<file path="config.mk">
export PLATFORM = sky130hd
export DESIGN_NAME = mem_port_arbiter
export DESIGN_NICKNAME = d
export VERILOG_FILES = /design/src/rtl/mem_port_arbiter.sv
export SDC_FILE = /design/constraint.sdc
export NUM_CORES = 1
export LEC_CHECK = 0
export BUFFER_PORTS_ARGS = -buffer_cell sky130_fd_sc_hd__clkbuf_2
export CORE_AREA = 2 2 93 95
export DETAILED_ROUTE_END_ITERATION = 8
export DIE_AREA = 0 0 95 97
export HOLD_SLACK_MARGIN = 0.06
export PLACE_DENSITY = 0.8
export SYNTH_ARGS = -nofsm -noshare
export SYNTH_HDL_FRONTEND = slang
export SYNTH_SLANG_ARGS = --single-unit
</file>
<file path="constraint.sdc">
create_clock -name CLK -period 1.31 [get_ports CLK]
set_input_delay 0.131 -clock CLK [delete_from_list [all_inputs] [get_ports CLK]]
set_output_delay 0.131 -clock CLK [all_outputs]
set_load 0.01 [all_outputs]
</file>
<file path="src/rtl/mem_port_arbiter.sv">
// Round-robin arbiter sharing one single-port memory between the I-cache (read-only)
// and the D-cache (read/write) controllers, one BURST_LEN-beat line transfer at a time.
module mem_port_arbiter #(
  parameter int BURST_LEN = 4,
  parameter int ADDR_W    = 32,
  parameter int BEAT_W    = $clog2(BURST_LEN)
) (
  input  logic              CLK,
  input  logic              RST,
  input  logic              I_REQ,
  input  logic [ADDR_W-1:0] I_ADDR,
  output logic              I_GNT,
  output logic              I_RVALID,
  output logic [BEAT_W-1:0] I_BEAT,
  output logic              I_DONE,
  input  logic              D_REQ,
  input  logic              D_WE,
  input  logic [ADDR_W-1:0] D_ADDR,
  input  logic [31:0]       D_WDATA,
  output logic              D_GNT,
  output logic              D_RVALID,
  output logic [BEAT_W-1:0] D_BEAT,
  output logic              D_DONE,
  output logic [31:0]       RDATA,
  output logic              MEM_RE,
  output logic              MEM_WE,
  output logic [ADDR_W-1:0] MEM_ADDR,
  output logic [31:0]       MEM_DIN,
  input  logic [31:0]       MEM_DOUT,
  input  logic              MEM_VALID
);

  // state  | meaning
  // S_IDLE | no owner; requests sampled, round-robin on a tie
  // S_BUSY | burst in flight, counting MEM_VALID beats
  // S_DONE | one-cycle completion pulse to the owner
  typedef enum logic [1:0] {S_IDLE, S_BUSY, S_DONE} state_t;

  localparam logic [ADDR_W-1:0] LINE_MASK = ~ADDR_W'(BURST_LEN * 4 - 1);

  state_t              r_state;
  state_t              w_next;
  logic                r_owner_d;
  logic                r_we;
  logic [ADDR_W-1:0]   r_addr;
  logic [BEAT_W-1:0]   r_count;
  logic                r_last_d;

  logic                w_any_req;
  logic                w_grant_d;
  logic                w_last_beat;
  logic                w_gnt;
  logic                w_rvalid;
  logic                w_done;
  logic [BEAT_W-1:0]   w_beat;

  assign w_any_req   = I_REQ | D_REQ;
  // On a tie the port that did not own the previous burst wins.
  assign w_grant_d   = D_REQ & (~I_REQ | ~r_last_d);
  assign w_last_beat = MEM_VALID && (r_count == BEAT_W'(BURST_LEN - 1));
  assign RDATA       = MEM_DOUT;

  always_ff @(posedge CLK) begin
    if (RST) r_state <= S_IDLE;
    else     r_state <= w_next;
  end

  always_comb begin
    w_next = r_state;
    case (r_state)
      S_IDLE:  if (w_any_req)   w_next = S_BUSY;
      S_BUSY:  if (w_last_beat) w_next = S_DONE;
      S_DONE:                   w_next = S_IDLE;
      default:                  w_next = S_IDLE;
    endcase
  end

  always_ff @(posedge CLK) begin
    if (RST) begin
      r_owner_d <= 1'b0;
      r_we      <= 1'b0;
      r_addr    <= '0;
      r_count   <= '0;
      r_last_d  <= 1'b1;
    end else begin
      if (r_state == S_IDLE && w_any_req) begin
        r_owner_d <= w_grant_d;
        r_we      <= w_grant_d & D_WE;
        r_addr    <= (w_grant_d ? D_ADDR : I_ADDR) & LINE_MASK;
      end
      if (r_state == S_BUSY && MEM_VALID)
        r_count <= w_last_beat ? '0 : r_count + BEAT_W'(1);
      if (r_state == S_DONE)
        r_last_d <= r_owner_d;
    end
  end

  always_comb begin
    w_gnt    = 1'b0;
    w_rvalid = 1'b0;
    w_done   = 1'b0;
    w_beat   = '0;
    MEM_RE   = 1'b0;
    MEM_WE   = 1'b0;
    MEM_ADDR = '0;
    MEM_DIN  = '0;
    case (r_state)
      S_BUSY: begin
        w_gnt    = 1'b1;
        MEM_RE   = ~r_we;
        MEM_WE   = r_we;
        MEM_ADDR = r_addr;
        MEM_DIN  = (r_owner_d && r_we) ? D_WDATA : 32'd0;
        w_rvalid = MEM_VALID & ~r_we;
        w_beat   = r_count;
      end
      S_DONE: begin
        w_gnt    = 1'b1;
        w_done   = 1'b1;
        MEM_ADDR = r_addr;
      end
      default: ;
    endcase
    I_GNT    = w_gnt & ~r_owner_d;
    I_RVALID = w_rvalid & ~r_owner_d;
    I_DONE   = w_done & ~r_owner_d;
    I_BEAT   = r_owner_d ? '0 : w_beat;
    D_GNT    = w_gnt & r_owner_d;
    D_RVALID = w_rvalid & r_owner_d;
    D_DONE   = w_done & r_owner_d;
    D_BEAT   = r_owner_d ? w_beat : '0;
  end

endmodule

</file>
==> reports/results.ini, run 1 <==
[run_status]
status = complete, but fails checks
violations = setup timing

[route]
route.met3.wl_um = 766
routed_wl_um = 9450
dr_wl_met2_um = 5050
drt_drc_violations_left = 0
wl_met1_um = 3390
first_pass_iters = 4
dr.max_layer_used = met4
drtIter0Drc = 82
vias_per_cell = 4.90
num_vias = 2868
wl_per_cell_um = 16.2
drtAntennaViolNets = 0

[worst_setup_path]
critPathTopFamily = flip-flops
crit_fanout = 16
crit_chain = inv_4 -> ha_4 -> and3_4 -> clkbuf_16 -> and2_1 -> buf_2
cp.required_ps = 1180
crit_type = register to output port
cp-start-kind = register
worst-path-buf-inv = 3
cp-end-kind = output port
crit_arrival_ps = 1470
slowest_delay_ps = 360
critPathSlowestCell = dfxtp_2

[power_and_ir_drop]
total_power_mw = 4.81
power_density_nw_per_um2 = 1270
power_leakage_nw = 1.98
comb_power_share_pct = 53.2
p_int_mw = 2.97
seqPwrFrac_pct = 30.1
swShare_pct = 38.2
p_sw_mw = 1.84
pwr-share-clk_pct = 16.7
irDropWorstVdd_mv = 0.587

[logic_synthesis]
synth_cell_type_count = 28
synth-seq-cells = 35
ys_seq_area_share_pct = 30.7
netlist_area_um2 = 2290
ys_async_sr_fraction_pct = 0
synth_xor_area_share_pct = 0
postSynthAreaPerCell_um2 = 7.30
synthSimpleGateAreaFrac_pct = 26.3
synth_edf_count = 0
synthAdderAreaFrac_pct = 2.74
yosys_most_used_dff = dfxtp_1
synth_top_family_by_area = simple AND/OR/NAND/NOR gates
synth-compound-area-share_pct = 22.4
syn_inst = 313
muxShareOfSynthArea_pct = 0.876
yosys_warnings = 0

[sta]
hold_violations = 0
report.final.slew_viol_count = 0
finClkSkew_ps = 7.76
final_min_period_over_clock_period_pct = 122
finalWorstSetupSlack_ps = -293
fin_crit_ps = 1600
setup_viol = 73
rsz0062_at_grt = yes
tns_ps = -17580
fmaxAchievable_ghz = 0.624
timing.hold.ws_ps = 70.9

[place]
place_inst = 549
portBuffers = 165
routabilityCongestion = 0.767
placed_area_um2 = 3080
pre_cts_ws_ps = -170
dp_hpwl_um = 5990

[cells_and_area]
diodes = 0
final_nets = 618
seq_area_um2 = 706
mostFrequentLayoutCell = clkbuf_2
drive_gt1_share_pct = 49.6
syn2layout_area_growth_pct = 66.0
final_cells = 585
fin_area_um2 = 3790
final_core_util_pct = 46.7
n_fill_cell = 782
final_cell_mix = clkbuf_2, a21oi_1, buf_2
multi_input_area_um2 = 1390

[floorplan]
die-area_um2 = 9220
start_util_pct = 28.1
rows = 33
core_um2 = 8130
num_io_pins = 242
die_y_um = 97
die_w_um = 95

[global_route]
grt.overflow.total = 0
grt_pass1_wl_um = 12600
first_global_vias = 2758
grt_max_degree = 33
antenna_found_initial = 0
grtUsageTotal_pct = 17.7

[cts]
clock-sinks = 35
path_clk_slew_ps = 80
cts_root_buf = clkbuf_8
cts_tree = done
clockBufferDepth = 2
clk_latency_ps = 290
cts_made_buffers = 5
htree_levels = 2

[flow_run]
drv_cap = 0

[worst_hold_path]
hold_class = input pin to register

-- cell type report --
class                      count  share of cell area, %
inverter                       4                  0.593
tap                          105                   3.46
clock inverter                 3                  0.528
multi-input combinational    221                   36.6
timing repair buffer         212                   38.4
clock buffer                   5                   1.81
sequential                    35                   18.6
-- worst paths after layout --
path,from,endpoint,slack [ps],depth (start not counted)
worst max-delay path,r_state[1]$_SDFFE_PP0P_,MEM_DIN[25],-290,6
worst min-delay path,I_ADDR[9],r_addr[9]$_SDFFE_PP0P_,70,3
worst max register to register,r_state[0]$_SDFFE_PP0P_,r_last_d$_SDFFE_PP1N_,-10,6
worst min register to register,r_count[1]$_SDFFE_PP0P_,r_count[1]$_SDFFE_PP0P_,510,2
-- sequential cells by signal, summed over array words and instances, names as in the netlist --
register / cells
r_addr: 28
r_count: 2
r_state: 2
r_last_d: 1
r_owner_d: 1
r_we: 1
-- synthesized netlist by cell type, drive strengths merged, types with 2 or more instances --
| cell | count | area, um2 |
|---|---|---|
| o21ai | 30 | 150 |
| a21oi | 58 | 290 |
| nor2b | 2 | 12.5 |
| a21boi | 2 | 18.8 |
| clkbuf | 9 | 33.8 |
| nand2 | 34 | 128 |
| and3 | 3 | 18.8 |
| dfxtp | 35 | 701 |
| nor2 | 8 | 30.0 |
| mux2i | 2 | 20.0 |
| buf | 48 | 337 |
| ha | 5 | 62.6 |
| and2 | 63 | 394 |
| inv | 4 | 15.0 |
-- layer usage --
metal	vias to the layer above	track usage, %
met5	-	0
met3	22	3.74
met1	1349	17.1
met2	170	35.0
li1	1327	-
met4	0	6.58
-- power groups by stage --
stage | logic (mW) | clock network (mW) | registers, mW
5_1_grt | 2.77 | 0.887 | 1.47
3_5_place_dp | 1.84 | 0 | 1.44
6_report | 2.56 | 0.804 | 1.45
2_1_floorplan | 1.13 | 0 | 1.41
3_3_place_gp | 1.80 | 0 | 1.43
4_1_cts | 2.14 | 0.821 | 1.44
-- worst register-to-register path: cells and delay by family (launching register included) --
family / cells / cell delay (ps)
adders and majority gates: 1 / 160
and+or+nand+nor: 1 / 160
AOI/OAI and AO/OA: 1 / 220
buffers and inverters: 3 / 280
DFF: 1 / 390
-- cells by family after synthesis --
| logic type | after synthesis |
|---|---|
| AO/OA/AOI/OAI | 96 |
| adder cells (fa/ha/maj) | 5 |
| buffers and inverters | 61 |
| flip-flops | 35 |
| multiplexers | 2 |
| other | 1 |
| AND/OR/NAND/NOR | 113 |
-- timing repair --
item / 4_1_cts / 5_1_grt
hold buffers: 20 / 0
setup endpoints to repair: 103 / 91
gates resized for setup: 46 / 93
endpoints found under the hold margin: 20 / 0
gates cloned: 0 / 5
pin swaps: 8 / 12
setup buffers: 4 / 5
(Power assumes the default switching activity.)
==> run 2, diff against run 1 <==
ABC_AREA = 1   (was default)
CAP_MARGIN = 20   (was default)
CORE_AREA = 2 2 94 96   (was 2 2 93 95)
DIE_AREA = 0 0 96 98   (was 0 0 95 97)
PLACE_DENSITY = 0.84   (was 0.8)
==> run 2 against run 1 <==
- the flow still finishes with violations (setup timing)
- clock power fell by 8.1%
- utilization is 7.0 points higher
- die area is 2.1% higher
- first-iteration DRC count grew 3.7%
- register-to-register slack got worse by 70 ps
- worst hold slack improved by 16 ps
- setup slack gained 12 ps
- routed wire length shrank 0.19%
- sequential power is 3% lower
- combinational power rose by 2%
- non-clock buffer count is 13 lower
- final area grew 20%
- critical path type unchanged
==> reports/results.ini, run 2 <==
[logic_synthesis]
netlist_area_um2 = 2650
syn_inst = 471
ys_async_sr_fraction_pct = 0
synth_cell_type_count = 19
yosys_most_used_dff = dfxtp_1
yosys_warnings = 0
netlist.area_leader.share_pct = 26.4
postSynthAreaPerCell_um2 = 5.63
yosysTopAreaCell = dfxtp_1
synth-seq-cells = 35
yosysMostFrequentCell = nor2_1
synth_commonest_cells = nor2_1, inv_1, nand2_1
ys_top_cells_by_area = dfxtp_1, nor2_1, inv_1
synth_edf_count = 0
ys_seq_area_share_pct = 26.4

[route]
routed_wl_um = 9430
num_vias = 3266
vias_per_cell = 4.48
wl_per_cell_um = 12.9
drtIter0Drc = 85
first_pass_iters = 5
drtAntennaViolNets = 0
drt_drc_violations_left = 0

[cts]
htree_levels = 2
path_clk_slew_ps = 70
cts_made_buffers = 5
clockBufferDepth = 2
cts_root_buf = clkbuf_8
clk_latency_ps = 280
clock-sinks = 35
cts_tree = done

[global_route]
grt_pass1_wl_um = 11800
first_global_vias = 2709
grt.overflow.total = 0
antenna_found_initial = 0
grtUsageTotal_pct = 15.8
grt_max_degree = 57

[worst_setup_path]
cp-start-kind = register
crit_fanout = 6
cp.required_ps = 1180
crit_type = register to output port
crit_arrival_ps = 1460
cp-end-kind = output port

[floorplan]
core_um2 = 8470
num_io_pins = 242
rows = 34
die_y_um = 98
die-area_um2 = 9410
start_util_pct = 31.3
die_w_um = 96

[cells_and_area]
final_cells = 729
multi_input_area_um2 = 1650
mostFrequentLayoutCell = clkbuf_2
largest_register = r_addr
final_cell_mix = clkbuf_2, inv_1, nor2_1
final_nets = 761
n_fill_cell = 789
largestRegisters = r_addr (28), r_count (2), r_state (2)
drive_gt1_share_pct = 52.5
syn2layout_area_growth_pct = 71.0
diodes = 0
seq_area_um2 = 709
fin_area_um2 = 4540
largest_reg_flops = 28

[run_status]
status = complete, but fails checks
violations = setup timing

[place]
placed_area_um2 = 3400
pre_cts_ws_ps = -33.3
portBuffers = 165
dp_hpwl_um = 5470
routabilityCongestion = 0.808
place_inst = 705

[sta]
setup_viol = 85
timing.hold.ws_ps = 86.9
report.final.slew_viol_count = 0
fmaxAchievable_ghz = 0.629
finalWorstSetupSlack_ps = -281
finClkSkew_ps = 8.42
final_min_period_over_clock_period_pct = 121
fin_crit_ps = 1590
rsz0062_at_grt = yes
hold_violations = 0

[power_and_ir_drop]
power_leakage_nw = 2.74
irDropWorstVdd_mv = 0.531
total_power_mw = 4.76
power_density_nw_per_um2 = 1050

[worst_hold_path]
hold_class = input pin to register

[flow_run]
drv_cap = 0

run 2: cell types whose count changed after synthesis, moves of 5 or more:
cell	previous run	this run
nor3_1	1	6
buf_6	0	7
and2_1	63	0
nor2_1	8	119
a21oi_1	58	6
nand2_1	34	101
inv_1	4	102
run 2: where the power goes:
group / switching [mW] / total, mW / internal [mW] / leakage, nW
Clock: 0.385 / 0.739 / 0.353 / 0.0361
Combinational: 1.34 / 2.62 / 1.28 / 2.41
Sequential: 0.138 / 1.40 / 1.27 / 0.292
run 2: kinds of logic after synthesis:
family	synth area share [%]
AOI/OAI and AO/OA	6.60
adders and majority gates	2.36
buffers and inverters	30.4
DFF	26.4
other	0.141
and+or+nand+nor	34.1
run 2: area by class of cell:
| class | instances | share of cell area, % |
|---|---|---|
| inverter | 103 | 8.91 |
| clock inverter | 1 | 0.165 |
| sequential | 35 | 15.6 |
| clock buffer | 5 | 1.52 |
| timing repair buffer | 199 | 34.4 |
| multi-input combinational | 278 | 36.4 |
| tap | 108 | 2.98 |
run 2: routing by layer:
metal / vias up / track usage (%) / routed length [um]
met1: 1496 / 16.5 / 3490
met5: - / 0 / 0
met3: 10 / 3.70 / 707
met4: 0 / 3.41 / 104
li1: 1611 / - / -
met2: 149 / 30.9 / 5140
run 2: critical path, cell delays in order, from the launching register on:
cell	delay (ps)
dfxtp_2	360
inv_4	60
ha_4	330
clkbuf_16	180
nand2_1	60
inv_1	60
buf_2	120
run 2: worst paths after layout:
| path | cells past startpoint | from | slack, ps | endpoint |
|---|---|---|---|---|
| max reg2reg | 9 | r_state[1]$_SDFFE_PP0P_ | -80 | r_addr[5]$_SDFFE_PP0P_ |
| min | 2 | RST | 90 | r_owner_d$_SDFFE_PP0P_ |
| max | 6 | r_state[1]$_SDFFE_PP0P_ | -280 | MEM_ADDR[23] |
| min reg2reg | 2 | r_count[0]$_SDFFE_PP0P_ | 490 | r_count[0]$_SDFFE_PP0P_ |
run 2: timing repair:
action | in CTS | in global routing
hold buffers | 0 | 0
cloned | 2 | 7
resized for setup | 73 | 225
endpoints found under the setup margin | 102 | 102
setup buffers | 6 | 6
pin swaps | 7 | 49
run 2: stage by stage:
step                utilization, %  setup TNS [ps]
floorplan                        -               0
global placement              40.2           -8.96
detailed placement            40.2            -355
CTS                           45.1          -14060
global route                  53.6          -20910
finish                        53.6          -14950
==> run 3, diff against run 2 <==
clock period = 1.3 ns   (was 1.31 ns; I/O delays follow)
==> run 3 against run 2 <==
- highest routed layer unchanged
- power up 4.8%
- largest cell class unchanged
- the run still ends with setup timing left
- register-to-register slack better by 20 ps
- sequential cell count stayed put
==> reports/results.ini, run 3 (synthesized netlist as in run 2, its figures left out) <==
[run_status]
status = complete, but fails checks
violations = setup timing

[place]
routabilityCongestion = 0.771
dp_hpwl_um = 5300
portBuffers = 165
pre_cts_ws_ps = -38.4
place_inst = 707
placed_area_um2 = 3420

[cts]
clk_latency_ps = 280
clockBufferDepth = 2
cts_tree = done
cts_root_buf = clkbuf_8
holdBufCountCts = 0
path_clk_slew_ps = 80
htree_levels = 2
clock-sinks = 35
cts_made_buffers = 5

[route]
routed_wl_um = 9160
vias_per_cell = 4.36
drtIter0Drc = 76
first_pass_iters = 4
wl_per_cell_um = 12.5
drt_drc_violations_left = 0
drtAntennaViolNets = 0
num_vias = 3197

[floorplan]
core_um2 = 8470
num_io_pins = 242
die_w_um = 96
die_y_um = 98
start_util_pct = 31.3
die-area_um2 = 9410
rows = 34

[sta]
tns_ps = -19000
setup_viol = 97
final_min_period_over_clock_period_pct = 126
finalWorstSetupSlack_ps = -336
rsz0062_at_grt = yes
finClkSkew_ps = 11.2
fmaxAchievable_ghz = 0.611
hold_violations = 0
timing.hold.ws_ps = 123
fin_crit_ps = 1640
report.final.slew_viol_count = 0

[global_route]
grt_max_degree = 57
first_global_vias = 2807
antenna_found_initial = 0
grt.overflow.total = 0
grt_pass1_wl_um = 12100
grtUsageTotal_pct = 16.2

[worst_setup_path]
critPathSlowestCell = dfxtp_2
r2r-end = r_addr[15]$_SDFFE_PP0P_
worstReg2RegStart = r_state[0]$_SDFFE_PP0P_
cp-end-kind = output port
crit_arrival_ps = 1510
cp-start-kind = register
rrSetupSlack_ps = -60
critPathTopFamily = buffers and inverters
r2r.worst_path.cells = 9
slowest_delay_ps = 360
crit_type = register to output port
crit_fanout = 7
worst-path-buf-inv = 3
cp.required_ps = 1170
crit_chain = buf_6 -> ha_4 -> nand3_4 -> clkbuf_16 -> nor2_2 -> buf_2

[cells_and_area]
final_cells = 733
syn2layout_area_growth_pct = 79.8
largest_register = r_addr
n_fill_cell = 755
largest_reg_flops = 28
final_nets = 763
largestRegisters = r_addr (28), r_count (2), r_state (2)
fin_area_um2 = 4770
final_core_util_pct = 56.4
diodes = 0
final_cell_mix = clkbuf_2, inv_1, nor2_1
drive_gt1_share_pct = 53.4
mostFrequentLayoutCell = clkbuf_2

[power_and_ir_drop]
power_leakage_nw = 2.86
power_density_nw_per_um2 = 1050
irDropWorstVdd_mv = 0.527
total_power_mw = 4.99

[worst_hold_path]
hp-start = RST
hold-path-cell-count = 2
hold_class = input pin to register
hold_path_end = r_we$_SDFFE_PP0P_

[flow_run]
drv_cap = 0

-- run 3: cell types whose count changed in the layout (fill, tap and decap cells not counted), sizes merged --
cell,change
clkbuf,+5
buf,-1
clkinvlp,-1
clkinv,+1
-- run 3: final cells by class --
type	count	area [um2]	area share [%]
Clock inverter	1	8.76	0.184
Clock buffer	7	86.3	1.81
Tap cell	108	135	2.83
Sequential cell	35	707	14.8
Inverter	103	399	8.36
Timing Repair Buffer	201	1650	34.6
Multi-Input combinational cell	278	1790	37.4
-- run 3: power by group --
group / total [mW] / switching, mW / internal (mW)
sequential: 1.41 / 0.137 / 1.27
clock: 0.838 / 0.403 / 0.434
combinational: 2.74 / 1.39 / 1.35
-- run 3: worst max-delay path by stage --
stage,slack [ps],startpoint,cells past startpoint,endpoint
final,-340,r_state[0]$_SDFFE_PP0P_,6,MEM_DIN[10]
after global routing,-390,r_state[0]$_SDFFE_PP0P_,6,MEM_DIN[10]
after CTS,-270,r_state[0]$_SDFFE_PP0P_,6,MEM_DIN[15]
after detailed placement,-40,r_state[1]$_SDFFE_PP0P_,8,r_addr[9]$_SDFFE_PP0P_
after global placement,-10,r_state[0]$_SDFFE_PP0P_,6,MEM_ADDR[21]
after floorplan,5,r_state[0]$_SDFFE_PP0P_,9,r_addr[23]$_SDFFE_PP0P_
-- run 3: timing repair --
action | CTS | global route
gates resized for setup | 71 | 249
endpoints found under the setup margin | 92 | 104
setup buffers | 5 | 2
pin swaps | 8 | 64
gates cloned | 4 | 8
-- run 3: worst register-to-register path, cell delays in order (launching register included) --
cell	delay [ps]
dfxtp_2	340
inv_2	80
ha_4	140
inv_2	40
nor2_4	130
buf_12	170
clkbuf_16	170
nand2_1	50
nor2_1	90
nor2_1	40
-- run 3: routing by layer --
metal / vias up / global-route usage (%) / share of wire (%) / wire length, um
li1: 1612 / - / - / -
met4: 0 / 3.63 / 0.70 / 64
met3: 6 / 3.55 / 7.8 / 716
met5: - / 0 / 0 / 0
met2: 126 / 32.2 / 54 / 4970
met1: 1453 / 16.6 / 37 / 3400
